===== config.mk =====
export PLATFORM = sky130hd
export DESIGN_NAME = sti_rx_deser
export DESIGN_NICKNAME = d
export VERILOG_FILES = /design/src/rtl/sti_rx_deser.sv
export SDC_FILE = /design/constraint.sdc
export NUM_CORES = 1
export LEC_CHECK = 0
export ABC_CLOCK_PERIOD_IN_PS = 2100
export CORE_MARGIN = 2
export CORE_UTILIZATION = 52
export CTS_BUF_LIST = sky130_fd_sc_hd__clkbuf_2 sky130_fd_sc_hd__clkbuf_4 sky130_fd_sc_hd__clkbuf_8
export DETAILED_ROUTE_END_ITERATION = 7
export PLACE_DENSITY = 0.74
export RECOVER_POWER = 100
export SYNTH_ARGS = -nofsm -noshare
export SYNTH_HDL_FRONTEND = slang
export SYNTH_SLANG_ARGS = --single-unit

===== constraint.sdc =====
create_clock -name clk -period 2.1 [get_ports clk]
set_input_delay 0.42 -clock clk [delete_from_list [all_inputs] [get_ports clk]]
set_output_delay 0.42 -clock clk [all_outputs]
set_load 0.02 [all_outputs]

===== src/rtl/sti_rx_deser.sv =====
// Serial-to-parallel receiver: collects 8/16/24/32-bit frames from a qualified
// bit stream and hands them to a single-entry output register with valid/ready.
module sti_rx_deser (
   input  logic        clk,
   input  logic        reset,
   input  logic        cfg_load,
   input  logic [1:0]  cfg_length,
   input  logic        cfg_msb,
   input  logic        cfg_fill,
   input  logic        si_valid,
   input  logic        si_data,
   input  logic        po_ready,
   output logic        po_valid,
   output logic [31:0] po_word,
   output logic [15:0] po_payload,
   output logic        po_abort,
   output logic        po_ovf,
   output logic        busy,
   output logic [7:0]  frame_cnt
);

   // state | meaning
   // IDLE  | waiting for the first bit of a frame; cfg_load honoured here
   // RECV  | collecting bits; a gap in si_valid truncates the frame
   typedef enum logic {IDLE = 1'b0, RECV = 1'b1} state_t;

   state_t      state, state_nxt;
   logic [1:0]  len_q;
   logic        msb_q, fill_q;
   logic [5:0]  bit_cnt, bit_cnt_nxt, cnt_inc, n_bits;
   logic [31:0] shreg, shreg_nxt;
   logic        done, abort_nxt, cfg_take;
   logic        load_out, drop_out;
   logic [15:0] payload_nxt;

   always_ff @(posedge clk) begin
      if (reset) state <= IDLE;
      else       state <= state_nxt;
   end

   // The first bit always lands in word[0] whatever the order, so a config
   // loaded in the same cycle only needs to be in the latched regs by RECV.
   always_comb begin
      state_nxt   = state;
      bit_cnt_nxt = bit_cnt;
      shreg_nxt   = shreg;
      done        = 1'b0;
      abort_nxt   = 1'b0;
      cfg_take    = 1'b0;
      n_bits      = {1'b0, len_q, 3'b000} + 6'd8;
      cnt_inc     = bit_cnt + 6'd1;
      case (state)
         IDLE: begin
            cfg_take = cfg_load;
            if (si_valid) begin
               shreg_nxt   = {31'd0, si_data};
               bit_cnt_nxt = 6'd1;
               state_nxt   = RECV;
            end
         end
         RECV: begin
            if (si_valid) begin
               if (msb_q) shreg_nxt = {shreg[30:0], si_data};
               else       shreg_nxt[bit_cnt[4:0]] = si_data;
               bit_cnt_nxt = cnt_inc;
               if (cnt_inc == n_bits) begin
                  done        = 1'b1;
                  bit_cnt_nxt = 6'd0;
                  state_nxt   = IDLE;
               end
            end else begin
               abort_nxt   = 1'b1;
               bit_cnt_nxt = 6'd0;
               state_nxt   = IDLE;
            end
         end
         default: state_nxt = IDLE;
      endcase
   end

   always_comb begin
      payload_nxt = shreg_nxt[15:0];
      case (len_q)
         2'b00:   payload_nxt = {8'h00, shreg_nxt[7:0]};
         2'b01:   payload_nxt = shreg_nxt[15:0];
         2'b10:   payload_nxt = fill_q ? shreg_nxt[23:8]  : shreg_nxt[15:0];
         default: payload_nxt = fill_q ? shreg_nxt[31:16] : shreg_nxt[15:0];
      endcase
   end

   assign load_out = done && (!po_valid || po_ready);
   assign drop_out = done && po_valid && !po_ready;

   always_ff @(posedge clk) begin
      if (reset) begin
         len_q      <= 2'b00;
         msb_q      <= 1'b1;
         fill_q     <= 1'b0;
         bit_cnt    <= 6'd0;
         shreg      <= 32'd0;
         po_valid   <= 1'b0;
         po_word    <= 32'd0;
         po_payload <= 16'd0;
         po_abort   <= 1'b0;
         po_ovf     <= 1'b0;
         frame_cnt  <= 8'd0;
      end else begin
         if (cfg_take) begin
            len_q  <= cfg_length;
            msb_q  <= cfg_msb;
            fill_q <= cfg_fill;
         end
         bit_cnt  <= bit_cnt_nxt;
         shreg    <= shreg_nxt;
         po_abort <= abort_nxt;
         if (load_out) begin
            po_word    <= shreg_nxt;
            po_payload <= payload_nxt;
            po_valid   <= 1'b1;
            frame_cnt  <= frame_cnt + 8'd1;
         end else if (po_ready) begin
            po_valid <= 1'b0;
         end
         if (drop_out) po_ovf <= 1'b1;
      end
   end

   assign busy = (state == RECV);

endmodule


==> impl_metrics.json <==
{
  "critPathKind": "reg2reg",
  "portBuffers": 69,
  "synth_top_area_share_pct": 35.7,
  "cp-start-kind": "flip-flop",
  "synth_edf_count": 0,
  "grt_usage_pct": 37.4,
  "n_fill_cell": 718,
  "period_share_pct": 104,
  "power.density_nw_per_um2": 438,
  "io-pin-count": 70,
  "chipWidth_um": 109,
  "skew_ns": 0.0139,
  "timing_hold_violations_final": 0,
  "initialDrtViolationCount": 1013,
  "cp_max_fo": 8,
  "synth_nets": 722,
  "cts_buffers": 9,
  "root_buffer": "clkbuf_8",
  "cp_slowest_cell": "dfxtp_2",
  "drc_errors": 0,
  "nets": 883,
  "setup_viol": 25,
  "synth_seq_cells": 102,
  "max_cap_violations": 0,
  "wirelength_um": 24200,
  "rsz0062_at_grt": "true",
  "fin_ws_ns": -0.0849,
  "drtPass1Iterations": 6,
  "die_area_um2": 11900,
  "cts_sinks": 102,
  "cp_slowest_stage_delay_ns": 0.35,
  "ys_warn_count": 0,
  "violations": "setup timing",
  "arrival_ns": 2.49,
  "worstPathRequired_ns": 2.41,
  "synthTopCellsByArea": "dfxtp_1, a21oi_1, a31oi_1",
  "final_design_area_no_fill_um2": 8500,
  "worstSkewPairLatency_ns": 0.40,
  "ant_nets": 0,
  "die_height_um": 109,
  "yosys-top-cells-count": "dfxtp_1, a21oi_1, nor3_1",
  "worstMarginPinSlew_ns": 0.562,
  "vdd_ir_drop_max_v": 0.000504,
  "rows": 38,
  "mappedNetlistArea_um2": 5730,
  "h-tree-depth": 3,
  "via_count": 6807,
  "syn_inst": 702,
  "dp.cells": 978,
  "area_delta_synth_final_pct": 48.4,
  "synth_area_per_cell_um2": 8.16,
  "status": "finished, violations left",
  "clk_pin_slew_ns": 0.11,
  "period_minus_slack_ns": 2.18,
  "pre_cts_ws_ns": -0.518,
  "yosysTopAreaCell": "dfxtp_1",
  "wire_per_inst_um": 24.0,
  "post_dp_cell_area_um2": 7430,
  "synth_cell_types": 58,
  "viasPerCell": 6.75,
  "slew_headroom_pct": 62.5,
  "clock_path_buffers": 2,
  "tns_ns": -0.901,
  "drive_gt1_share_pct": 31.2,
  "place_hpwl_um": 15400,
  "grt_max_degree": 91,
  "overflow": 0,
  "crit_chain": "buf_4 -> ha_4 -> xor2_4 -> and3_4 -> o2111ai_4 -> buf_12 -> nor2_4 -> buf_12 -> buf_12 -> a311oi_2",
  "endpoint_kind": "flip-flop",
  "fmax_ghz": 0.458,
  "antenna_found_initial": 1,
  "yosysSeqAreaShare_pct": 35.7,
  "start_util_pct": 53.1,
  "cts_tree": "done",
  "final_max_slew_viol_count": 0,
  "crit_path_frequent_cell": "buf_12",
  "min_path_type": "in2reg",
  "synth_async_sr_flop_share_pct": 0,
  "place.gp.congestion": 1.02,
  "p_leak_uw": 0.00296,
  "total_power_uw": 3720,
  "yosysMostFrequentCell": "dfxtp_1",
  "coreArea_um2": 10800,
  "grt_pass1_wl_um": 33600,
  "synth_top_flop_cell": "dfxtp_1",
  "stdcell_count": 1009,
  "grt_pass1_vias": 6188
}
-- flip-flops by register name, summed over array words and instances (netlist names) --
register,cells
len_q,2
fill_q,1
busy,1
po_valid,1
po_payload,16
msb_q,1
frame_cnt,8
po_word,32
bit_cnt,6
shreg,32
po_ovf,1
po_abort,1
-- area by class of cell --
type	count	area, µm²	share of cell area (%)
clock buffers	12	159	1.87
multi-input cells	515	3890	45.8
diodes	1	2.50	0.0295
flip-flops and latches	102	2050	24.2
repair buffers	217	2120	24.9
well taps	140	175	2.06
clock inverters	4	30.0	0.353
inverters	18	67.6	0.795
-- final timing paths --
kind | cells after the start | slack (ns) | startpoint | end
max | 10 | -0.08 | len_q[0] | po_word[15]
min | 4 | 0.47 | reset | frame_cnt[5]
max reg2reg | 10 | -0.08 | len_q[0] | po_word[15]
min reg2reg | 2 | 0.49 | po_word[9] | po_word[9]
-- metal layers --
| layer | track usage (%) | wire length, µm | vias to the layer above | share of wire, % |
|---|---|---|---|---|
| li1 | - | - | 2999 | - |
| met1 | 46.5 | 9100 | 3252 | 38 |
| met2 | 60.2 | 11600 | 446 | 48 |
| met3 | 8.49 | 2230 | 110 | 9.2 |
| met4 | 20.0 | 1300 | 0 | 5.4 |
| met5 | 0 | 0 | - | 0 |
-- critical path, delay by kind of cell (launching register included) --
| family | cells | cell delay, ns |
|---|---|---|
| buffers and inverters | 4 | 0.62 |
| AO/OA/AOI/OAI | 2 | 0.55 |
| flip-flops | 1 | 0.35 |
| AND/OR/NAND/NOR | 2 | 0.22 |
| adder cells (fa/ha/maj) | 1 | 0.18 |
| XOR/XNOR | 1 | 0.16 |
-- what timing repair did --
item | 4_1_cts | 5_1_grt
setup endpoints to repair | 51 | 61
hold buffers | 0 | 0
pin swaps | 7 | 25
cloned | 2 | 6
buffers inserted | 2 | 4
gates resized for setup | 39 | 94
-- stage by stage --
step,hold slack (ns),utilization [%]
finish,0.475,78.7
global placement,0.449,68.8
floorplan,0.470,-
detailed placement,0.469,68.8
CTS,0.456,72.9
global route,0.488,78.7
-- logic make-up after synthesis --
group	share of synthesized area [%]
xor+xnor	1.03
simple gates	25.6
mux	1.16
buf+inv	6.42
flops	35.7
fa+ha+maj	2.18
compound gates	27.9
-- layout by cell type, fill, tap and decap left out, types with 23 or more instances in the layout --
master           Yosys  layout
nor2_1              32      30
o2111ai_1           25      23
dfxtp_1            102      96
nor2b_1             38      34
nand2b_1            27      23
clkdlybuf4s50_1      0      65
buf_4                4     120
a21oi_1             66      62
a31oi_1             38      34
nor3_1              43      31
-- power by group --
group | total, µW | internal, µW | leakage (µW) | switching (µW)
sequential | 1960 | 1950 | 0.000826 | 16.0
combinational | 508 | 196 | 0.00204 | 312
clock | 1250 | 515 | 0.0000964 | 739
(Power assumes the default switching activity.)
